--- config.mk ---
export PLATFORM = sky130hd
export DESIGN_NAME = hex_display_ctrl
export DESIGN_NICKNAME = d
export VERILOG_FILES = /design/src/rtl/hex_display_ctrl.sv
export SDC_FILE = /design/constraint.sdc
export NUM_CORES = 1
export LEC_CHECK = 0
export CELL_PAD_IN_SITES_DETAIL_PLACEMENT = 1
export CELL_PAD_IN_SITES_GLOBAL_PLACEMENT = 2
export CORE_ASPECT_RATIO = 0.6
export CORE_MARGIN = 4
export CORE_UTILIZATION = 35
export DETAILED_ROUTE_END_ITERATION = 8
export PLACE_DENSITY = 0.78
export SKIP_CTS_REPAIR_TIMING = 1
export SLEW_MARGIN = 25
export SYNTH_ARGS = -nofsm -noshare
export SYNTH_HDL_FRONTEND = slang
export SYNTH_SLANG_ARGS = --single-unit
--- constraint.sdc ---
create_clock -name clk -period 3.2 [get_ports clk]
set_input_delay 0.64 -clock clk [delete_from_list [all_inputs] [get_ports clk]]
set_output_delay 0.64 -clock clk [all_outputs]
set_load 0.02 [all_outputs]
--- src/rtl/hex_display_ctrl.sv ---
// hex_display_ctrl: multi-digit 7-segment controller for the board HEX displays.
// Captures a packed hex value on load, decodes each nibble to a 0-F glyph, and
// supports leading-zero blanking and per-digit blinking. Segment outputs are registered.
// Optional feature: define HEX_DP_EN to add per-digit decimal points (8 bits per digit).
module hex_display_ctrl #(
  parameter int NUM_DIGITS = 6,
  parameter int BLINK_DIV  = 25000000,
  parameter int ACTIVE_LOW = 1
) (
  input  logic                    clk,
  input  logic                    reset,
  input  logic                    load,
  input  logic [4*NUM_DIGITS-1:0] value,
`ifdef HEX_DP_EN
  input  logic [NUM_DIGITS-1:0]   dp,
`endif
  input  logic                    blank_lz,
  input  logic                    blink_en,
  input  logic [NUM_DIGITS-1:0]   blink_mask,
`ifdef HEX_DP_EN
  output logic [8*NUM_DIGITS-1:0] hex_out,
`else
  output logic [7*NUM_DIGITS-1:0] hex_out,
`endif
  output logic                    blink_phase,
  output logic                    disp_valid
);

`ifdef HEX_DP_EN
  localparam int DW = 8;
`else
  localparam int DW = 7;
`endif
  localparam int PW = $clog2(BLINK_DIV);
  localparam logic [PW-1:0] PRESC_MAX = PW'(BLINK_DIV - 1);
  // Every segment (and DP) unlit in board polarity.
  localparam logic [DW*NUM_DIGITS-1:0] DARK = (ACTIVE_LOW != 0) ? '1 : '0;

  logic [4*NUM_DIGITS-1:0]  value_q;
  logic                     valid_q;
  logic [PW-1:0]            presc_q, presc_d;
  logic                     phase_q, phase_d;
  logic [DW*NUM_DIGITS-1:0] hex_q, hex_d;
`ifdef HEX_DP_EN
  logic [NUM_DIGITS-1:0]    dp_q;
`endif

  // Active-high gfedcba glyph for one nibble.
  function automatic logic [6:0] glyph(input logic [3:0] n);
    case (n)
      4'h0: glyph = 7'h3F;  4'h1: glyph = 7'h06;  4'h2: glyph = 7'h5B;  4'h3: glyph = 7'h4F;
      4'h4: glyph = 7'h66;  4'h5: glyph = 7'h6D;  4'h6: glyph = 7'h7D;  4'h7: glyph = 7'h07;
      4'h8: glyph = 7'h7F;  4'h9: glyph = 7'h6F;  4'hA: glyph = 7'h77;  4'hB: glyph = 7'h7C;
      4'hC: glyph = 7'h39;  4'hD: glyph = 7'h5E;  4'hE: glyph = 7'h79;  default: glyph = 7'h71;
    endcase
  endfunction

  // Capture stage: value (and DP) latch on load; valid flag sticks until reset.
  always_ff @(posedge clk) begin
    if (reset) begin
      value_q <= '0;
      valid_q <= 1'b0;
`ifdef HEX_DP_EN
      dp_q    <= '0;
`endif
    end else if (load) begin
      value_q <= value;
      valid_q <= 1'b1;
`ifdef HEX_DP_EN
      dp_q    <= dp;
`endif
    end
  end

  // Blink prescaler: wraps at BLINK_DIV-1 and flips the phase; held at zero when disabled.
  always_comb begin
    presc_d = '0;
    phase_d = 1'b0;
    if (blink_en) begin
      if (presc_q == PRESC_MAX) begin
        presc_d = '0;
        phase_d = ~phase_q;
      end else begin
        presc_d = presc_q + 1'b1;
        phase_d = phase_q;
      end
    end
  end

  // Prescaler / phase state register.
  always_ff @(posedge clk) begin
    if (reset) begin
      presc_q <= '0;
      phase_q <= 1'b0;
    end else begin
      presc_q <= presc_d;
      phase_q <= phase_d;
    end
  end

  // Segment decode: scan from the top digit tracking the all-zero run for blanking.
  always_comb begin
    logic                  zrun;
    logic                  lz_dark;
    logic                  hard_dark;
    logic [DW-1:0]         seg;
    hex_d     = '0;
    zrun      = 1'b1;
    lz_dark   = 1'b0;
    hard_dark = 1'b0;
    seg       = '0;
    for (int i = NUM_DIGITS - 1; i >= 0; i--) begin
      zrun      = zrun && (value_q[4*i +: 4] == 4'h0);
      lz_dark   = blank_lz && zrun && (i != 0);
      // Blink and invalid display also kill the DP; blanking does not.
      hard_dark = !valid_q || (blink_en && phase_q && blink_mask[i]);
      seg       = '0;
      if (!(hard_dark || lz_dark)) seg[6:0] = glyph(value_q[4*i +: 4]);
`ifdef HEX_DP_EN
      seg[7]    = dp_q[i] && !hard_dark;
`endif
      hex_d[DW*i +: DW] = (ACTIVE_LOW != 0) ? ~seg : seg;
    end
  end

  // Output segment register.
  always_ff @(posedge clk) begin
    if (reset) hex_q <= DARK;
    else       hex_q <= hex_d;
  end

  assign hex_out     = hex_q;
  assign blink_phase = phase_q;
  assign disp_valid  = valid_q;

endmodule

==> run summary, run 1 <==
Status -> finished clean
Post-Place Cells -> 830
Startpoint types -> input port
Xor and xnor area share after synthesis -> 0.0306
Final Util -> 0.466
Io pins -> 79
Maximum root-to-sink buffer count -> 2
Post-synth cell types -> 52
Routed WL -> 13.6 mm
PortBufs -> 78
FF-to-FF Start -> presc_q[2]$_SDFF_PP0_
CTS H-tree lvls -> 4
Max frequency -> 407 MHz
#FFs+latches synth -> 135
Aggregate global-route resource usage -> 0.151
Setup WS pre-CTS -> 0.347 ns
Setup crit start -> load
Final worst-path cycle share -> 0.768
Max-cap check violation count -> 0
Synth Area in Adders -> 0.0939
Final layout net count -> 724
Worst setup margin -> 0.743 ns
Die area -> 18500 µm²
CTS tree -> done
Detailed Place HPWL -> 10.1 mm
Skew final -> 0.0118 ns
Final setup violating endpoints -> 0
Clk_lat worst skew -> 0.41 ns
Synth Area in Compound Gates -> 0.0719
Share of the synthesized area in the top cell type -> 0.472
Initial core utilization -> 0.365
Async S/R FF share, synth -> 0
Minimum clock period after layout -> 2.46 ns
Slew @ Worst Pin -> 0.974 ns
1st-pass router iterations -> 4
Routability cong. -> 0.810
Layout filler cell count -> 1749
RSZ-0062 raised after global routing -> false
Initial drt markers -> 135
N_diodes -> 0
Largest net degree at the start of global routing -> 53
Max_slew headroom -> 0.350
Leakage -> 2.86 nW
Register Area -> 2700 µm²
FP Rows -> 35
Non-Filler Instances -> 862
Area grow syn2layout -> 27.4%
Synth warnings -> 0
Mux contribution to synthesized area -> 0.110
DR DRC count -> 0
Largest family of logic cells by synthesized area -> simple AND/OR/NAND/NOR gates
Hold WC Path Type -> reg2reg
Top_reg_cell synth -> dfxtp_1
Crit path required time -> 3.55 ns
Post-Synth Simple-Gate Area -> 0.177
Number of synthesized flops with an enable pin -> 0
Core area -> 15700 µm²
Syn_nets -> 640
WP data arrival -> 2.81 ns
Worst setup EP type -> flip-flop
Vias after detailed routing -> 4239
Critical path class -> in2reg
Global-route wire length before repair -> 22.8 mm
Drt wl/cell -> 15.8 µm
Share of layout cells above drive strength 1 -> 0.109
Synthesized instance count -> 562
Number of global-route vias before repair -> 4430
Remaining Overflow, GRT -> 0
Post-synth top area cell -> dfxtp_1
Final ANT Viol Nets -> 0
CTS sink cnt -> 135
Final setup TNS -> 0 ns
Register area share after synthesis -> 0.472
Final hold vios -> 0
Clock transition at the registers of the reported paths -> 0.06 ns
Synthesized area -> 5730 µm²
Initial antenna violation count -> 0
Number of CTS-inserted buffers -> 17
Synth area leaders -> dfxtp_1 47%, ha_1 9.4%, mux2i_1 6.3%, nor2_1 3.7%, nand2_1 2.8%
CTS root buf -> clkbuf_16
Die Height -> 107 µm
Power per cell area -> 597 nW/µm²
CP Max Fanout -> 22
Post-place instance area -> 6670 µm²
Area of the multi-input gates -> 2770 µm²
Syn Area/Cell -> 10.2 µm²
Design area -> 7300 µm²
Via/cell ratio -> 4.92
Maximum VDD drop -> 0.000265 V
Width of the die -> 173 µm
Final Max Tran Viols -> 0
[final cells by class]
cell class	instances	share of cell area
Clock buffer	18	0.0588
Timing Repair Buffer	85	0.113
Inverter	33	0.0170
Tap cell	203	0.0348
Sequential cell	135	0.370
Multi-Input combinational cell	374	0.379
Clock inverter	14	0.0269
[placed cells by master (no fill, tap or decap), drive strengths merged, types with 3 or more instances in the layout]
cell and instances:
dfxtp 135, clkdlybuf4s50 76, nor2 63, ha 43, nand2 42, mux2i 36, inv 36, a21oi 28
nor3 18, clkbuf 18, nand3 18, xnor2 14, nor4 13, mux2 12, buf 9, a221oi 8
nand4 8, a2bb2oi 6, mux4 6, and3b 6, a22oi 6, xor2 6, and4 4, o31ai 4
bufinv 4, or4 4, o21ai 4, clkinv 4, or3 3, nand2b 3, clkinvlp 3, and3 3
[synthesized netlist by cell type (3+ instances only)]
| library cell | n |
|---|---|
| a21oi_1 | 27 |
| a221oi_1 | 8 |
| a22oi_1 | 6 |
| a2bb2oi_1 | 6 |
| and3b_1 | 6 |
| and4_1 | 4 |
| buf_2 | 13 |
| buf_6 | 3 |
| dfxtp_1 | 135 |
| ha_1 | 43 |
| inv_1 | 33 |
| mux2_2 | 12 |
| mux2i_1 | 36 |
| mux4_2 | 6 |
| nand2_1 | 42 |
| nand2b_1 | 3 |
| nand3_1 | 16 |
| nand4_1 | 6 |
| nor2_1 | 57 |
| nor2_2 | 6 |
| nor3_1 | 18 |
| nor4_1 | 13 |
| o21ai_0 | 3 |
| o31ai_1 | 4 |
| or3_1 | 3 |
| or4_1 | 3 |
| xnor2_1 | 14 |
| xor2_1 | 6 |
[report_power, final]
part           internal [mW]  leakage [nW]  switching (mW)
Clock                   1.31         0.297           0.763
Combinational          0.213          1.45           0.248
Sequential              1.79          1.11          0.0330
[stage by stage]
stage	hold slack (ns)	total power, mW
global route	0.373	4.54
detailed placement	0.350	2.32
global placement	0.346	2.31
floorplan	0.343	2.14
finish	0.362	4.35
CTS	0.365	4.40
[worst paths after layout]
check / slack, ns / cells past startpoint / to
worst max-delay path: 0.74 / 8 / flip-flop
worst min register to register: 0.36 / 1 / hex_out[17]$_SDFF_PP1_
worst max register to register: 1.20 / 4 / presc_q[21]$_SDFF_PP0_
worst min-delay path: 0.36 / 1 / hex_out[17]$_SDFF_PP1_
[routing by layer]
layer | wire length [µm] | vias up | track usage
met5 | 0 | - | 0
met4 | 168 | 0 | 0.0501
met3 | 457 | 13 | 0.0342
met2 | 6150 | 60 | 0.236
met1 | 6860 | 2036 | 0.208
li1 | - | 2130 | -
[worst max-delay path: stages]
cell	delay, ns
buf_2	0.54
mux2i_1	0.21
nor2_1	0.34
inv_1	0.20
ha_1	0.33
inv_1	0.05
mux4_2	0.44
inv_1	0.06
[cell families (layout without fill, tap and decap cells)]
logic type,Yosys count,after routing
and+or+nand+nor,195,195
DFF,135,135
AOI/OAI and AO/OA,62,62
muxes,54,54
buffers and inverters,53,150
adders and majority gates,43,43
xor gates and xnor gates,20,20
No activity file was read; power rests on OpenSTA's default activity.
==> run 2: changes to the inputs <==
- CORE_UTILIZATION: 35 -> 31
- PLACE_DENSITY: 0.78 -> 0.73
- clock period: 3.2 -> 2 ns (I/O delays scaled with it)
==> run summary, run 2 (synthesis gave the netlist of run 1 again) <==
Max-cap check violation count -> 0 (unchanged)
Global-route wire length before repair -> 25.3 mm (+11%)
Largest net degree at the start of global routing -> 22 (-58%)
Crit-path max cell delay -> 0.56 ns (+0.02 ns)
DR DRC count -> 0 (unchanged)
Sequential share of power -> 0.418 (about the same)
Number of CTS-inserted buffers -> 17 (unchanged)
Die area -> 20800 µm² (+12%)
Clk_lat worst skew -> 0.42 ns (about the same)
Die Height -> 113 µm (+5.8%)
1st-pass router iterations -> 4 (unchanged)
Final setup violating endpoints -> 0 (unchanged)
Maximum VDD drop -> 0.000520 V (+96%)
Maximum root-to-sink buffer count -> 2 (unchanged)
Crit-path cells -> nand4_2 -> or2_0 -> or4_4 -> a21oi_2
Remaining Overflow, GRT -> 0 (unchanged)
Core area -> 18100 µm² (+16%)
WP data arrival -> 2.29 ns (-0.52 ns)
Max frequency -> 516 MHz
CTS root buf -> clkbuf_16
Commonest non-fill, non-tap cell in the layout -> dfxtp_1
Skew final -> 0.00870 ns (-0.00314 ns)
Routed WL -> 15.4 mm (+13%)
Initial drt markers -> 193 (+43%)
Initial antenna violation count -> 0 (unchanged)
Leakage -> 3.19 nW (+12%)
Share of layout cells above drive strength 1 -> 0.232 (+0.123)
Max_slew headroom -> 0.526 (+0.176)
Final Util -> 0.440 (-0.0255)
Area grow syn2layout -> 39.2%
PortBufs -> 78 (unchanged)
Switching Share -> 0.258 (+0.0184)
FP Rows -> 38 (+8.6%)
Final Max Tran Viols -> 0 (unchanged)
Internal power -> 5.17 mW (+56%)
Startpoint types -> flip-flop
CTS tree -> done
Slew @ Worst Pin -> 0.711 ns (-0.264 ns)
Critical path class -> reg2reg
Final worst-path cycle share -> 0.969
Status -> finished clean
CTS H-tree lvls -> 4 (unchanged)
Routability cong. -> 0.819 (+1.1%)
Logic pwr share -> 0.129 (+0.023)
Number of global-route vias before repair -> 4875 (+10%)
N_diodes -> 0 (unchanged)
Power per cell area -> 874 nW/µm² (+47%)
Initial core utilization -> 0.316 (-0.0491)
Final layout net count -> 792 (+9.4%)
Worst setup EP type -> flip-flop
Via/cell ratio -> 4.72 (-4.0%)
Final ANT Viol Nets -> 0 (unchanged)
Vias after detailed routing -> 4563 (+7.6%)
Most frequent cells in the layout -> 135 x dfxtp_1, 76 x clkdlybuf4s50_1, 72 x buf_4
Aggregate global-route resource usage -> 0.153 (+0.00174)
Hold WC Path Type -> reg2reg
CP Max Fanout -> 7 (-68%)
Switching power -> 1.80 mW (+72%)
Io pins -> 79 (unchanged)
Final setup TNS -> 0 ns (unchanged)
Detailed Place HPWL -> 11.7 mm (+16%)
Drt wl/cell -> 15.9 µm (+0.55%)
Crit path required time -> 2.35 ns (-1.20 ns)
Final hold vios -> 0 (unchanged)
Minimum clock period after layout -> 1.94 ns
Slowest-stage cell, CP -> or4_4
Clock transition at the registers of the reported paths -> 0.06 ns (about the same)
CTS sink cnt -> 135 (unchanged)
Width of the die -> 183 µm (+6.0%)
Clock group share of total power -> 0.454 (-0.022)
run 2: stage by stage:
| stage | std cells | cell area (µm²) | hold WS (ns) | total power, mW | setup WS (ns) |
|---|---|---|---|---|---|
| 2_1_floorplan | 562 | 5870 | 0.343 | 3.46 | -0.0669 |
| 3_3_place_gp | 935 | 7360 | 0.346 | 3.84 | -0.139 |
| 3_5_place_dp | 935 | 7360 | 0.350 | 3.87 | -0.176 |
| 4_1_cts | 967 | 7950 | 0.366 | 7.06 | 0.0268 |
| 5_1_grt | 967 | 7970 | 0.372 | 7.28 | -0.00994 |
| 6_report | 967 | 7970 | 0.361 | 6.97 | 0.0621 |
run 2: power groups by stage:
stage | Sequential [mW] | Combinational, mW | Clock [mW]
floorplan | 3.02 | 0.439 | 0
global placement | 2.97 | 0.869 | 0
global route | 2.93 | 0.979 | 3.37
detailed placement | 2.97 | 0.899 | 0
CTS | 2.91 | 0.906 | 3.24
finish | 2.91 | 0.896 | 3.16
run 2: critical path: cells and delay by family (launching register included):
family / cells / cell delay [ns]
simple gates: 3 / 1.24
flops: 1 / 0.48
compound gates: 1 / 0.15
run 2: final cells by class:
type / count / area [µm²]
clock buffers: 17 / 425
clock inverters: 15 / 168
fillers: 2019 / 10100
inverters: 33 / 124
multi-input cells: 374 / 2880
flip-flops and latches: 135 / 2700
well taps: 240 / 300
repair buffers: 153 / 1370
run 2: worst paths after layout:
path | depth (start not counted) | slack, ns | end | from
max reg2reg | 4 | 0.06 | presc_q[23]$_SDFF_PP0_ | presc_q[6]$_SDFF_PP0_
max | 4 | 0.06 | presc_q[23]$_SDFF_PP0_ | presc_q[6]$_SDFF_PP0_
min | 1 | 0.36 | hex_out[30]$_SDFF_PP1_ | flip-flop
min reg2reg | 1 | 0.36 | hex_out[30]$_SDFF_PP1_ | flip-flop
run 2: routing by layer:
| layer | wire length (µm) | GRT usage | vias up |
|---|---|---|---|
| met2 | 7220 | 0.250 | 65 |
| met5 | 0 | 0 | - |
| met1 | 7380 | 0.200 | 2212 |
| li1 | - | - | 2268 |
| met3 | 585 | 0.0405 | 18 |
| met4 | 194 | 0.0441 | 0 |
==> run 3: changes to the inputs <==
- CELL_PAD_IN_SITES_DETAIL_PLACEMENT: 1 -> 0
- CORE_MARGIN: 4 -> default
- CORE_UTILIZATION: 31 -> 35
- PLACE_DENSITY: 0.73 -> 0.78
- clock period: 2 -> 1.8 ns (I/O delays scaled with it)
==> run summary, run 3 (synthesis gave the netlist of run 1 again) <==
Status -> finished clean
Hold EP -> value_q[17]$_SDFFE_PP0P_
Clk_lat worst skew -> 0.41 ns (about the same)
Detailed Place HPWL -> 10.8 mm (-7.5%)
Largest net degree at the start of global routing -> 22 (unchanged)
Routed WL -> 14.3 mm (-7.2%)
Startpoint types -> flip-flop
CTS sink cnt -> 135 (unchanged)
Worst setup EP type -> output pin
Crit-path cells -> clkdlybuf4s50_1
Remaining Overflow, GRT -> 0 (unchanged)
Vias after detailed routing -> 4651 (+1.9%)
Final hold vios -> 0 (unchanged)
Final layout net count -> 827 (+4.4%)
Maximum root-to-sink buffer count -> 2 (unchanged)
Global-route wire length before repair -> 23.8 mm (-5.9%)
N_diodes -> 0 (unchanged)
Minimum clock period after layout -> 1.76 ns
Crit path required time -> 1.44 ns (-0.91 ns)
Initial drt markers -> 183 (-5.2%)
Crit-path max cell delay -> 0.62 ns (+0.06 ns)
Clock group share of total power -> 0.453 (about the same)
1st-pass router iterations -> 4 (unchanged)
DR DRC count -> 0 (unchanged)
Final ANT Viol Nets -> 0 (unchanged)
Maximum VDD drop -> 0.000443 V (-15%)
WP data arrival -> 1.40 ns (-0.89 ns)
Die area -> 16900 µm² (-19%)
Worst setup margin -> 0.0439 ns (-0.0182 ns)
Drt wl/cell -> 14.8 µm (-7.0%)
Buf/Inv on CP -> 1 (+1)
Logic pwr share -> 0.133 (+0.004)
Critical path class -> reg2out
Critical path's top delay family -> buffers and inverters
Number of CTS-inserted buffers -> 17 (unchanged)
Setup WS pre-CTS -> -0.324 ns (-0.148 ns)
Overall power -> 7.83 mW (+12%)
Min-delay src -> reset
Routability cong. -> 0.830 (+1.3%)
Initial core utilization -> 0.365 (+0.0491)
Hold WC Path Type -> in2reg
Commonest non-fill, non-tap cell in the layout -> dfxtp_1
Core area -> 15700 µm² (-13%)
CTS tree -> done
CP Max Fanout -> 3 (-4)
RSZ-0062 raised after global routing -> false
Share of layout cells above drive strength 1 -> 0.272 (+0.0392)
Reg-to-reg slack, setup -> 0.08 ns (+0.02 ns)
Max-cap check violation count -> 0 (unchanged)
Final worst-path cycle share -> 0.976
Worst-case reg-to-reg path depth -> 4 (unchanged)
Slew @ Worst Pin -> 0.487 ns (-0.224 ns)
Non-Filler Instances -> 965 (-0.21%)
Via/cell ratio -> 4.82 (+2.1%)
Switching Share -> 0.240 (-0.0182)
CTS H-tree lvls -> 4 (unchanged)
Leakage -> 3.40 nW (+6.4%)
Clock transition at the registers of the reported paths -> 0.06 ns (about the same)
Internal power -> 5.95 mW (+15%)
Slowest-stage cell, CP -> clkdlybuf4s50_1
RR Endpoint -> presc_q[21]$_SDFF_PP0_
Layout filler cell count -> 1421 (-30%)
Power per cell area -> 950 nW/µm² (+8.6%)
Post-place instance area -> 7590 µm² (+3.2%)
CTS root buf -> clkbuf_16
Switching power -> 1.88 mW (+4.5%)
Design area -> 8250 µm² (+3.5%)
PortBufs -> 78 (unchanged)
Number of global-route vias before repair -> 4761 (-2.3%)
Most frequent cells in the layout -> 135 x dfxtp_1, 105 x buf_4, 75 x clkdlybuf4s50_1
Io pins -> 79 (unchanged)
Skew final -> 0.00939 ns (+0.000695 ns)
Initial antenna violation count -> 0 (unchanged)
Final Max Tran Viols -> 0 (unchanged)
Max frequency -> 569 MHz
Width of the die -> 167 µm (-8.9%)
Aggregate global-route resource usage -> 0.181 (+0.0282)
Final setup violating endpoints -> 0 (unchanged)
Sequential share of power -> 0.413 (-0.005)
Post-Place Cells -> 932 (-0.32%)
Area grow syn2layout -> 44.0%
FF-to-FF Start -> presc_q[12]$_SDFF_PP0_
Max_slew headroom -> 0.675 (+0.149)
Die Height -> 101 µm (-11%)
FP Rows -> 35 (-7.9%)
Worst Hold Depth -> 3 (+2)
run 3: worst max path at each step:
stage	from	end	slack, ns	cells after the start
CTS	blink_phase$_SDFFE_PP0N_	blink_phase	0.006	1
global placement	value[16]	flip-flop	-0.30	7
detailed placement	value[13]	flip-flop	-0.32	8
finish	disp_valid$_SDFFE_PP0P_	disp_valid	0.04	1
global route	disp_valid$_SDFFE_PP0P_	disp_valid	0.002	1
floorplan	load	flip-flop	-0.23	10
run 3: area by class of cell:
cell class | instances | area [µm²] | share of cell area
multi-input cells | 374 | 2900 | 0.351
flip-flops and latches | 135 | 2700 | 0.328
clock inverters | 9 | 114 | 0.0138
well taps | 203 | 254 | 0.0308
inverters | 33 | 124 | 0.0150
repair buffers | 188 | 1660 | 0.201
clock buffers | 23 | 498 | 0.0604
run 3: power by group through the flow:
stage / Combinational, mW / Clock, mW / Sequential (mW)
5_1_grt: 1.14 / 3.77 / 3.25
2_1_floorplan: 0.488 / 0 / 3.36
4_1_cts: 1.05 / 3.63 / 3.24
3_3_place_gp: 1.02 / 0 / 3.30
3_5_place_dp: 1.04 / 0 / 3.30
6_report: 1.05 / 3.55 / 3.24
run 3: per-layer routing:
metal | track usage | share of wire | up-vias
li1 | - | - | 2343
met1 | 0.253 | 0.53 | 2198
met2 | 0.272 | 0.42 | 94
met3 | 0.0436 | 0.038 | 16
met4 | 0.0656 | 0.010 | 0
met5 | 0 | 0 | -
run 3: metrics by stage:
step / hold WS [ns] / setup TNS (ns) / util
floorplan: 0.343 / -1.17 / -
global placement: 0.344 / -7.63 / 0.484
global route: 0.335 / 0 / 0.526
finish: 0.323 / 0 / 0.526
CTS: 0.311 / 0 / 0.523
detailed placement: 0.347 / -8.96 / 0.484
